<file path="src/rtl/multicycle_ctrl.sv">
// Main control FSM for the multicycle MIPS datapath.
// Decodes the instruction-register opcode and sequences
// fetch / decode / execute / memory / writeback, driving the datapath
// enables and the ALUOp code for the downstream ALU control block.
//
// Ports:
//   clk_i          system clock, all state on rising edge
//   rst_i          synchronous reset, active-low
//   opcode_i       IR[31:26], valid from DECODE onward
//   mem_ready_i    memory completed the current access this cycle
//   PCWrite_o      unconditional PC load
//   PCWriteCond_o  PC load if branch condition holds
//   BranchNe_o     1 = branch on zero == 0 (bne), 0 = on zero == 1 (beq)
//   IorD_o         memory address: 0 = PC, 1 = ALUOut
//   MemRead_o      memory read strobe
//   MemWrite_o     memory write strobe
//   IRWrite_o      instruction register load
//   RegDst_o       write register: 0 = rt, 1 = rd
//   MemtoReg_o     write data: 0 = ALUOut, 1 = MDR
//   RegWrite_o     register file write
//   ALUSrcA_o      0 = PC, 1 = A register
//   ALUSrcB_o      00 = B, 01 = 4, 10 = sext imm, 11 = sext imm << 2
//   ALUOp_o        00 add, 01 sub, 10 use funct
//   PCSource_o     00 = ALU result, 01 = ALUOut, 10 = jump target
//   illegal_o      one-cycle pulse when an undefined opcode is decoded
//   state_o        current state encoding
module multicycle_ctrl (
  input  logic       clk_i,
  input  logic       rst_i,
  input  logic [5:0] opcode_i,
  input  logic       mem_ready_i,
  output logic       PCWrite_o,
  output logic       PCWriteCond_o,
  output logic       BranchNe_o,
  output logic       IorD_o,
  output logic       MemRead_o,
  output logic       MemWrite_o,
  output logic       IRWrite_o,
  output logic       RegDst_o,
  output logic       MemtoReg_o,
  output logic       RegWrite_o,
  output logic       ALUSrcA_o,
  output logic [1:0] ALUSrcB_o,
  output logic [1:0] ALUOp_o,
  output logic [1:0] PCSource_o,
  output logic       illegal_o,
  output logic [3:0] state_o
);

  typedef enum logic [3:0] {
    StFetch    = 4'd0,
    StDecode   = 4'd1,
    StMemAddr  = 4'd2,
    StMemRead  = 4'd3,
    StMemWb    = 4'd4,
    StMemWrite = 4'd5,
    StExecute  = 4'd6,
    StRWb      = 4'd7,
    StBranch   = 4'd8,
    StJump     = 4'd9,
    StAddiExec = 4'd10,
    StAddiWb   = 4'd11
  } state_e;

  localparam logic [5:0] OpRType = 6'b000000;
  localparam logic [5:0] OpLw    = 6'b100011;
  localparam logic [5:0] OpSw    = 6'b101011;
  localparam logic [5:0] OpBeq   = 6'b000100;
  localparam logic [5:0] OpBne   = 6'b000101;
  localparam logic [5:0] OpAddi  = 6'b001000;
  localparam logic [5:0] OpJ     = 6'b000010;

  state_e state_q, state_d;
  state_e state_eff;

  // Next-state logic; codes 12-15 fall into the default and recover to FETCH.
  always_comb begin
    state_d = StFetch;
    case (state_q)
      StFetch:    state_d = mem_ready_i ? StDecode : StFetch;
      StDecode: begin
        case (opcode_i)
          OpLw, OpSw:   state_d = StMemAddr;
          OpRType:      state_d = StExecute;
          OpBeq, OpBne: state_d = StBranch;
          OpJ:          state_d = StJump;
          OpAddi:       state_d = StAddiExec;
          default:      state_d = StFetch;
        endcase
      end
      // Only lw/sw reach MEM_ADDR; the IR keeps the opcode stable here.
      StMemAddr:  state_d = (opcode_i == OpSw) ? StMemWrite : StMemRead;
      StMemRead:  state_d = mem_ready_i ? StMemWb : StMemRead;
      StMemWrite: state_d = mem_ready_i ? StFetch : StMemWrite;
      StExecute:  state_d = StRWb;
      StAddiExec: state_d = StAddiWb;
      default:    state_d = StFetch;
    endcase
  end

  always_ff @(posedge clk_i) begin
    if (!rst_i) begin
      state_q <= StFetch;
    end else begin
      state_q <= state_d;
    end
  end

  assign state_o = state_q;

  // While reset is held the outputs look like FETCH with every write enable off.
  assign state_eff = rst_i ? state_q : StFetch;

  always_comb begin
    PCWrite_o     = 1'b0;
    PCWriteCond_o = 1'b0;
    BranchNe_o    = 1'b0;
    IorD_o        = 1'b0;
    MemRead_o     = 1'b0;
    MemWrite_o    = 1'b0;
    IRWrite_o     = 1'b0;
    RegDst_o      = 1'b0;
    MemtoReg_o    = 1'b0;
    RegWrite_o    = 1'b0;
    ALUSrcA_o     = 1'b0;
    ALUSrcB_o     = 2'b00;
    ALUOp_o       = 2'b00;
    PCSource_o    = 2'b00;
    illegal_o     = 1'b0;
    case (state_eff)
      StFetch: begin
        MemRead_o = 1'b1;
        ALUSrcB_o = 2'b01;
        // PC+4 and IR load only on the cycle the fetch completes.
        PCWrite_o = mem_ready_i & rst_i;
        IRWrite_o = mem_ready_i & rst_i;
      end
      StDecode: begin
        ALUSrcB_o = 2'b11;
        case (opcode_i)
          OpRType, OpLw, OpSw, OpBeq, OpBne, OpAddi, OpJ: illegal_o = 1'b0;
          default:                                        illegal_o = 1'b1;
        endcase
      end
      StMemAddr, StAddiExec: begin
        ALUSrcA_o = 1'b1;
        ALUSrcB_o = 2'b10;
      end
      StMemRead: begin
        MemRead_o = 1'b1;
        IorD_o    = 1'b1;
      end
      StMemWrite: begin
        MemWrite_o = 1'b1;
        IorD_o     = 1'b1;
      end
      StMemWb: begin
        RegWrite_o = 1'b1;
        MemtoReg_o = 1'b1;
      end
      StExecute: begin
        ALUSrcA_o = 1'b1;
        ALUOp_o   = 2'b10;
      end
      StRWb: begin
        RegWrite_o = 1'b1;
        RegDst_o   = 1'b1;
      end
      StAddiWb: begin
        RegWrite_o = 1'b1;
      end
      StBranch: begin
        ALUSrcA_o     = 1'b1;
        ALUOp_o       = 2'b01;
        PCWriteCond_o = 1'b1;
        PCSource_o    = 2'b01;
        BranchNe_o    = (opcode_i == OpBne);
      end
      StJump: begin
        PCWrite_o  = 1'b1;
        PCSource_o = 2'b10;
      end
      default: ;
    endcase
  end

endmodule

</file>
<file path="config.mk">
export PLATFORM = sky130hd
export DESIGN_NAME = multicycle_ctrl
export DESIGN_NICKNAME = d
export VERILOG_FILES = /design/src/rtl/multicycle_ctrl.sv
export SDC_FILE = /design/constraint.sdc
export NUM_CORES = 1
export LEC_CHECK = 0
export ABC_AREA = 1
export ABC_CLOCK_PERIOD_IN_PS = 2400
export BUFFER_PORTS_ARGS = -buffer_cell sky130_fd_sc_hd__buf_4
export CAP_MARGIN = 20
export CORE_AREA = 2 2 39 41
export CTS_CLUSTER_SIZE = 14
export DETAILED_ROUTE_END_ITERATION = 8
export DIE_AREA = 0 0 41 43
export GPL_TIMING_DRIVEN = 0
export PLACE_DENSITY = 0.75
export SLEW_MARGIN = 20
export SYNTH_ARGS = -nofsm -noshare
export SYNTH_HDL_FRONTEND = slang
export SYNTH_SLANG_ARGS = --single-unit
export TNS_END_PERCENT = 20
</file>
<file path="constraint.sdc">
create_clock -name clk_i -period 2.4 [get_ports clk_i]
set_clock_uncertainty 0.2 [all_clocks]
set_input_delay 0.48 -clock clk_i [delete_from_list [all_inputs] [get_ports clk_i]]
set_output_delay 0.48 -clock clk_i [all_outputs]
set_load 0.01 [all_outputs]
</file>
==> flow_metrics.tcl, run 1 <==
set metrics [dict create \
    crit_family "simple AND/OR/NAND/NOR gates" \
    p_int_uw 153 \
    ys_seq_elements 4 \
    cts_inserted_buffers 3 \
    grt_max_degree 11 \
    antennaDiodeCount 0 \
    cts-root-buf "clkbuf_4" \
    p_sw_share_pct 31.4 \
    end_kind "output pin" \
    path_class "reg -> out" \
    rows 14 \
    synth_commonest_cells "nand2_1 (28), nor2_1 (27), inv_1 (23)" \
    drt_iter0_markers 12 \
    cp.required_ns 1.72 \
    nets 158 \
    initial_core_util_pct 41.7 \
    synth_top_cell_area_share_pct 18.2 \
    antenna_found_initial 0 \
    crit_chain "inv_1 -> nor2_2 -> nand2_2 -> inv_1 -> o211ai_1 -> nor3_1 -> buf_4" \
    synthFlopType "dfxtp_1" \
    p_leak_nw 0.500 \
    hp-class "in -> reg" \
    rsz0062_at_grt "no" \
    grt_overflow_total 0 \
    slew_headroom_pct 81.5 \
    grt_pass1_wl_um 2530 \
    arrival_ns 1.49 \
    clock_sinks 4 \
    start_kind "flip-flop" \
    cts_resized 0 \
    pwr_density_cell_nw_per_um2 263 \
    outcome "complete, no violations" \
    seqPwrFrac_pct 31.7 \
    detail-route-antenna-nets 0 \
    p_switching_uw 69.8 \
    viasPerCell 4.67 \
    ys_warn_count 0 \
    grt_pass1_vias 647 \
    syn_inst 114 \
    clkPwrFrac_pct 39.1 \
    peakVddDrop_mv 0.227 \
    syn2layout_area_growth_pct 46.4 \
    grt_use_total_pct 20.7 \
    cpMostUsedCell "inv_1" \
    yosysTopAreaCell "nand2_1" \
    htree_levels 1 \
    firstDrtPassIters 4 \
    post-route-drc-count 0 \
    synth_most_common_cell "nand2_1" \
    slew_viol_final 0 \
    holdBufCountCts 0 \
    port_buffers 30 \
    slowest_delay_ns 0.39 \
    worst-path-buf-inv 3 \
    avgSynthCellArea_um2 5.06 \
    hold_start "mem_ready_i" \
    synthArstFlopShare_pct 0 \
    cap_violations 0 \
    postCtsSetupBuffers 0 \
    hold_ws_ns 0.415 \
    syn_area_um2 577 \
    worst_pin_slew_ns 0.276 \
    die_h_um 43 \
    r2r_slack_ns 1.06 \
    p_comb_share_pct 29.1 \
    dieWidth_um 41 \
    cts.clk_slew.worst_paths_ns 0.04 \
    final_hold_viol_count 0 \
    max_freq_mhz 462 \
    layout_worst_path_cycle_share_pct 90.3 \
    ios 31 \
    yosysSeqAreaShare_pct 13.9 \
    ys_types 18 \
    drive_above_1_share_pct 29.9 \
    hpwl_um 1320 \
    slowest_stage "dfxtp_1" \
    cts_tree "built" \
    setup_viol 0 \
    synth_area_leaders "nand2_1 (18%), nor2_1 (18%), inv_1 (15%)" \
    clk_path_buf_depth 2 \
    wirelength_um 1540 \
    crit_path_start "state_o[0]" \
    syn_nets 123 \
    synth_edf_count 0 \
    largest_reg_flops 4 \
    clk-insertion-delay-late_ns 0.24 \
    critical_path.max_fanout 5 \
    wl_per_cell_um 9.43 \
    vias 761 \
    dieArea_um2 1760 \
    fin_crit_ns 2.17 \
    fin_tns_setup_ns 0 \
    place.gp.congestion 0.818 \
    core_area_um2 1380 \
    rr_startpoint "state_o[0]" \
]
power groups by stage:
stage / combinational [mW] / sequential (mW) / clock [mW]
floorplan: 0.0339 / 0.0718 / 0
global placement: 0.0632 / 0.0718 / 0
detailed placement: 0.0647 / 0.0716 / 0
CTS: 0.0649 / 0.0706 / 0.0895
global route: 0.0729 / 0.0709 / 0.0962
finish: 0.0648 / 0.0706 / 0.0871
cell usage in the layout, fill, tap and decap left out, types with 2 or more instances in the layout:
cell type,n
buf_4,31
o21ai_0,3
nor2_1,27
nand2_1,28
nor2_2,5
inv_1,23
nor3_1,2
o211ai_1,2
dfxtp_1,4
nand3_1,11
clkbuf_4,3
tightest hold or removal path: stages:
cell and delay (ns):
buf_4 0.09, nand2_1 0.05, nand3_1 0.06, nor2_1 0.05, nor2_1 0.08
per-stage QoR:
step	instances	cell area, um^2	worst slack, ns	util [%]	total power [mW]
finish	163	845	0.233	61.0	0.222
global route	163	845	0.0726	61.0	0.240
floorplan	114	577	0.567	-	0.106
CTS	163	845	0.243	61.0	0.225
detailed placement	160	822	0.412	59.4	0.136
global placement	160	822	0.434	59.4	0.135
per-layer routing:
| layer | vias up | track usage [%] | share of wire [%] |
|---|---|---|---|
| met1 | 323 | 21.2 | 40 |
| li1 | 410 | - | - |
| met4 | 0 | 8.00 | 1.6 |
| met2 | 26 | 39.1 | 52 |
| met5 | - | 0 | 0 |
| met3 | 2 | 1.57 | 6.0 |
final timing paths:
kind	to	depth (start not counted)
max	illegal_o	7
min	state_o[2]	5
max reg2reg	state_o[0]	7
min reg2reg	state_o[3]	4
layout make-up:
| cell class | count | area, um^2 |
|---|---|---|
| plain buffers | 2 | 21.3 |
| clock buffers | 3 | 22.5 |
| fillers | 159 | 539 |
| inverters | 24 | 90.1 |
| multi-input cells | 84 | 385 |
| flip-flops and latches | 4 | 80.1 |
| well taps | 16 | 20.0 |
| repair buffers | 30 | 225 |
kinds of logic (layout without fill, tap and decap cells):
| logic type | count (synthesis) | after routing | synth area share, % |
|---|---|---|---|
| buf+inv | 26 | 59 | 19.3 |
| flops | 4 | 4 | 13.9 |
| compound gates | 8 | 8 | 8.46 |
| simple gates | 76 | 76 | 58.4 |
Power figures use the tool's default switching activity.
==> run 2, diff against run 1 <==
--- a/config.mk
+++ b/config.mk
@@ -9,10 +9,10 @@
 export ABC_CLOCK_PERIOD_IN_PS = 2400
 export BUFFER_PORTS_ARGS = -buffer_cell sky130_fd_sc_hd__buf_4
 export CAP_MARGIN = 20
-export CORE_AREA = 2 2 39 41
+export CORE_AREA = 3 3 40 42
 export CTS_CLUSTER_SIZE = 14
 export DETAILED_ROUTE_END_ITERATION = 8
-export DIE_AREA = 0 0 41 43
+export DIE_AREA = 0 0 43 45
 export GPL_TIMING_DRIVEN = 0
 export PLACE_DENSITY = 0.75
 export SLEW_MARGIN = 20
==> flow_metrics.tcl, run 2 (synthesis results as in run 1) <==
set metrics [dict create \
    outcome "complete, no violations" \
    end_kind "output pin" \
    dieWidth_um 43 \
    viasPerCell 4.64 \
    cts_tree "built" \
    drt_iter0_markers 8 \
    cap_violations 0 \
    p_int_uw 152 \
    drive_above_1_share_pct 29.9 \
    cts_inserted_buffers 3 \
    setup_viol 0 \
    firstDrtPassIters 5 \
    hp-class "in -> reg" \
    nets 158 \
    place.gp.congestion 0.775 \
    port_buffers 30 \
    start_kind "flip-flop" \
    slew_viol_final 0 \
    htree_levels 1 \
    largest_reg_flops 4 \
    initial_core_util_pct 44.9 \
    worst_pin_slew_ns 0.231 \
    max_freq_mhz 465 \
    hold_ws_ns 0.408 \
    cts.clk_slew.worst_paths_ns 0.04 \
    wl_per_cell_um 9.79 \
    grt_pass1_vias 652 \
    grt_use_total_pct 16.9 \
    rows 13 \
    mostFrequentLayoutCell "buf_4" \
    fin_tns_setup_ns 0 \
    syn2layout_area_growth_pct 46.2 \
    fin_crit_ns 2.15 \
    clock_sinks 4 \
    p_sw_share_pct 29.6 \
    fill_cells 143 \
    layout_worst_path_cycle_share_pct 89.6 \
    cts-root-buf "clkbuf_4" \
    peakVddDrop_mv 0.216 \
    antenna_found_initial 0 \
    cp.required_ns 1.72 \
    arrival_ns 1.47 \
    p_leak_nw 0.500 \
    slew_headroom_pct 84.5 \
    seqPwrFrac_pct 32.8 \
    wirelength_um 1590 \
    holdBufCountCts 0 \
    clk_path_buf_depth 2 \
    ios 31 \
    post-route-drc-count 0 \
    cts_resized 0 \
    final_cell_mix "buf_4 (31), nand2_1 (28), nor2_1 (27)" \
    clk-insertion-delay-late_ns 0.23 \
    grt_overflow_total 0 \
    grt_max_degree 11 \
    detail-route-antenna-nets 0 \
    core_area_um2 1280 \
    path_class "reg -> out" \
    vias 751 \
    rsz0062_at_grt "no" \
    pwr_density_cell_nw_per_um2 256 \
    p_comb_share_pct 29.6 \
    p_switching_uw 63.9 \
    clkPwrFrac_pct 37.6 \
    p_total_uw 216 \
    antennaDiodeCount 0 \
    die_h_um 45 \
    hpwl_um 1360 \
    grt_pass1_wl_um 2550 \
    final_hold_viol_count 0 \
    postCtsSetupBuffers 0 \
    dieArea_um2 1940 \
    critical_path.max_fanout 5 \
]
[run 2: cell counts in the layout (fill, tap and decap cells not counted)]
No cell type changed its count.
[run 2: area by class of cell]
cell class	count	area, um^2	share of cell area, %
buffer	2	21.3	2.52
timing repair buffer	30	225	26.7
tap	15	18.8	2.23
clock buffer	3	22.5	2.67
inverter	24	90.1	10.7
multi-input combinational	84	385	45.7
sequential	4	80.1	9.50
[run 2: final timing paths]
| kind | from | to | slack, ns | cells past startpoint |
|---|---|---|---|---|
| setup / recovery | state_o[0] | illegal_o | 0.25 | 7 |
| hold / removal | mem_ready_i | state_o[2] | 0.41 | 5 |
| setup reg to reg | state_o[0] | state_o[0] | 1.02 | 7 |
| hold reg to reg | state_o[3] | state_o[3] | 0.46 | 4 |
[run 2: metrics by stage]
stage	setup WS, ns	instance area, um^2	util, %	cells
floorplan	0.567	577	-	114
CTS	0.251	843	65.6	162
finish	0.250	843	65.6	162
detailed placement	0.398	821	63.9	159
global placement	0.432	821	63.9	159
global route	0.133	843	65.6	162
[run 2: power groups by stage]
stage | logic [mW] | registers, mW | clock network [mW]
floorplan | 0.0339 | 0.0718 | 0
global route | 0.0713 | 0.0711 | 0.0896
detailed placement | 0.0642 | 0.0718 | 0
finish | 0.0640 | 0.0709 | 0.0813
CTS | 0.0645 | 0.0708 | 0.0835
global placement | 0.0634 | 0.0717 | 0
[run 2: critical path, stage by stage, from the launching register on]
cell and delay [ns]:
dfxtp_1 0.41, inv_1 0.10, nor2_2 0.14, nand2_2 0.10, inv_1 0.09, o211ai_1 0.09
nor3_1 0.15, buf_4 0.15
[run 2: per-layer routing]
metal	vias up	GRT usage [%]	wire, um
met5	-	0	0
met1	318	19.5	677
li1	411	-	-
met2	22	31.7	815
met3	0	3.98	93
met4	0	3.61	0
==> run 3, diff against run 2 <==
--- a/config.mk
+++ b/config.mk
@@ -5,7 +5,6 @@
 export SDC_FILE = /design/constraint.sdc
 export NUM_CORES = 1
 export LEC_CHECK = 0
-export ABC_AREA = 1
 export ABC_CLOCK_PERIOD_IN_PS = 2400
 export BUFFER_PORTS_ARGS = -buffer_cell sky130_fd_sc_hd__buf_4
 export CAP_MARGIN = 20
@@ -14,7 +13,7 @@
 export DETAILED_ROUTE_END_ITERATION = 8
 export DIE_AREA = 0 0 43 45
 export GPL_TIMING_DRIVEN = 0
-export PLACE_DENSITY = 0.75
+export PLACE_DENSITY = 0.73
 export SLEW_MARGIN = 20
 export SYNTH_ARGS = -nofsm -noshare
 export SYNTH_HDL_FRONTEND = slang
==> flow_metrics.tcl, run 3 <==
set metrics [dict create \
    drive_above_1_share_pct 39.8 \
    synth_top_cell_area_share_pct 14.5 \
    nets 129 \
    rsz0062_at_grt "no" \
    placed_area_um2 795 \
    wirelength_um 1670 \
    antennaDiodeCount 0 \
    port_buffers 30 \
    detail-route-antenna-nets 0 \
    ys_warn_count 0 \
    synth_area_leaders "dfxtp_1 (15%), nor2_1 (8.9%), nor3_1 (8.2%)" \
    crit_family "simple AND/OR/NAND/NOR gates" \
    largest_reg_flops 4 \
    firstDrtPassIters 4 \
    postCtsSetupBuffers 0 \
    fin_tns_setup_ns 0 \
    start_kind "flip-flop" \
    cap_violations 0 \
    wl_per_cell_um 12.6 \
    cts.clk_slew.worst_paths_ns 0.04 \
    outcome "complete, no violations" \
    die_h_um 45 \
    final_cell_mix "buf_4 (31), nor2_1 (12), nor3_1 (9)" \
    crit_chain "buf_2 -> nand2b_1 -> or2_4 -> nor2_4 -> and4_2 -> buf_4" \
    synth_most_common_cell "nor2_1" \
    max_freq_mhz 442 \
    final_hold_viol_count 0 \
    arrival_ns 1.58 \
    ys_types 33 \
    path_class "reg -> out" \
    syn_nets 94 \
    synth_commonest_cells "nor2_1 (13), nor3_1 (9), a21oi_1 (7), nand2_1 (7)" \
    synthFlopType "dfxtp_1" \
    synthArstFlopShare_pct 0 \
    viasPerCell 5.54 \
    grt_use_total_pct 18.5 \
    p_leak_nw 0.366 \
    mostFrequentLayoutCell "buf_4" \
    yosysSeqAreaShare_pct 14.5 \
    slew_headroom_pct 69.2 \
    fin_crit_ns 2.26 \
    worst-path-buf-inv 2 \
    initial_core_util_pct 42.8 \
    cts_tree "built" \
    grt_max_degree 11 \
    dieWidth_um 43 \
    gr-max-usage-layer "met2" \
    hp-class "in -> reg" \
    core_area_um2 1280 \
    hpwl_um 1350 \
    htree_levels 1 \
    pwr_density_cell_nw_per_um2 267 \
    setup_viol 0 \
    rows 13 \
    syn_inst 85 \
    grtUsageMet3_pct 3.98 \
    cp.required_ns 1.72 \
    cts_inserted_buffers 3 \
    ios 31 \
    fin_area_um2 831 \
    synth_edf_count 0 \
    grt_pass1_vias 663 \
    yosysTopAreaCell "dfxtp_1" \
    critical_path.max_fanout 10 \
    cts-root-buf "clkbuf_4" \
    slowest_delay_ns 0.30 \
    layout_worst_path_cycle_share_pct 94.2 \
    grt_pass1_wl_um 2750 \
    avgSynthCellArea_um2 6.48 \
    grtUsageMet2_pct 32.0 \
    syn_area_um2 551 \
    clk_path_buf_depth 2 \
    slowest_stage "dfxtp_1" \
    antenna_found_initial 0 \
    clock_sinks 4 \
    worst_pin_slew_ns 0.457 \
    grtUsageMet1_pct 22.4 \
    grt_overflow_total 0 \
    place.gp.congestion 0.824 \
    clk-insertion-delay-late_ns 0.24 \
    slew_viol_final 0 \
    vias 737 \
    dieArea_um2 1940 \
    end_kind "output pin" \
    ys_seq_elements 4 \
    drt_iter0_markers 13 \
    peakVddDrop_mv 0.235 \
    post-route-drc-count 0 \
    syn2layout_area_growth_pct 50.9 \
]
-- run 3: cell count changes after synthesis, moves of 3 or more --
cell / delta
clkbuf_1: +3
o21a_1: +3
a21oi_1: +6
inv_1: -19
nor2_1: -14
nor2_2: -4
nand2_1: -21
nand3_1: -8
nor3_1: +7
-- run 3: area by class of cell --
cell class              count  area, um^2
multi-input cells          72         442
flip-flops and latches      4        80.1
plain buffers               5        27.5
fillers                   126         454
clock buffers               3        22.5
well taps                  15        18.8
repair buffers             30         225
inverters                   4        15.0
-- run 3: metrics by stage --
| step | worst slack [ns] | power (mW) | hold slack [ns] | instances | util [%] |
|---|---|---|---|---|---|
| 4_1_cts | 0.0130 | 0.223 | 0.416 | 133 | 63.9 |
| 5_1_grt | 0.0332 | 0.237 | 0.423 | 133 | 64.7 |
| 3_3_place_gp | 0.209 | 0.137 | 0.448 | 130 | 61.8 |
| 3_5_place_dp | 0.202 | 0.139 | 0.456 | 130 | 61.8 |
| 2_1_floorplan | 0.255 | 0.104 | 0.450 | 85 | - |
| 6_report | 0.139 | 0.222 | 0.423 | 133 | 64.7 |
-- run 3: cell families after synthesis --
family,after synthesis,share of synthesized area (%)
flops,4,14.5
compound gates,23,28.4
xor+xnor,2,3.18
simple gates,46,44.8
buf+inv,9,7.04
mux,1,2.05
-- run 3: metal layers --
metal	routed length (um)	up-vias	part of all wire (%)
li1	-	376	-
met1	723	332	43
met2	808	27	48
met3	120	2	7.2
met4	19	0	1.1
met5	0	-	0
-- run 3: worst reg2reg max path, stage by stage (launching register included) --
cell	delay, ns
dfxtp_1	0.32
buf_2	0.20
nor2b_1	0.25
o21a_1	0.13
o21ai_0	0.17
a2111oi_2	0.31
-- run 3: final timing paths --
kind          startpoint         end  slack, ns  cells past startpoint
max           state_o[0]  BranchNe_o       0.14                      6
min reg2reg   state_o[3]  state_o[0]       0.45                      3
max reg2reg   state_o[0]  state_o[2]       0.71                      5
min          opcode_i[3]  state_o[2]       0.42                      3
-- run 3: power breakdown --
group          switching, mW  internal [mW]  leakage (nW)  total [mW]
clock                 0.0267         0.0559        0.0138      0.0826
combinational         0.0374         0.0325         0.320      0.0699
sequential           0.00108         0.0684        0.0325      0.0694
-- run 3: repair_timing --
item                                   4_1_cts  5_1_grt
endpoints found under the hold margin        0        0
setup endpoints to repair                    2        6
hold buffers                                 0        0
pin swaps                                    0        0
resized for setup                            2        6
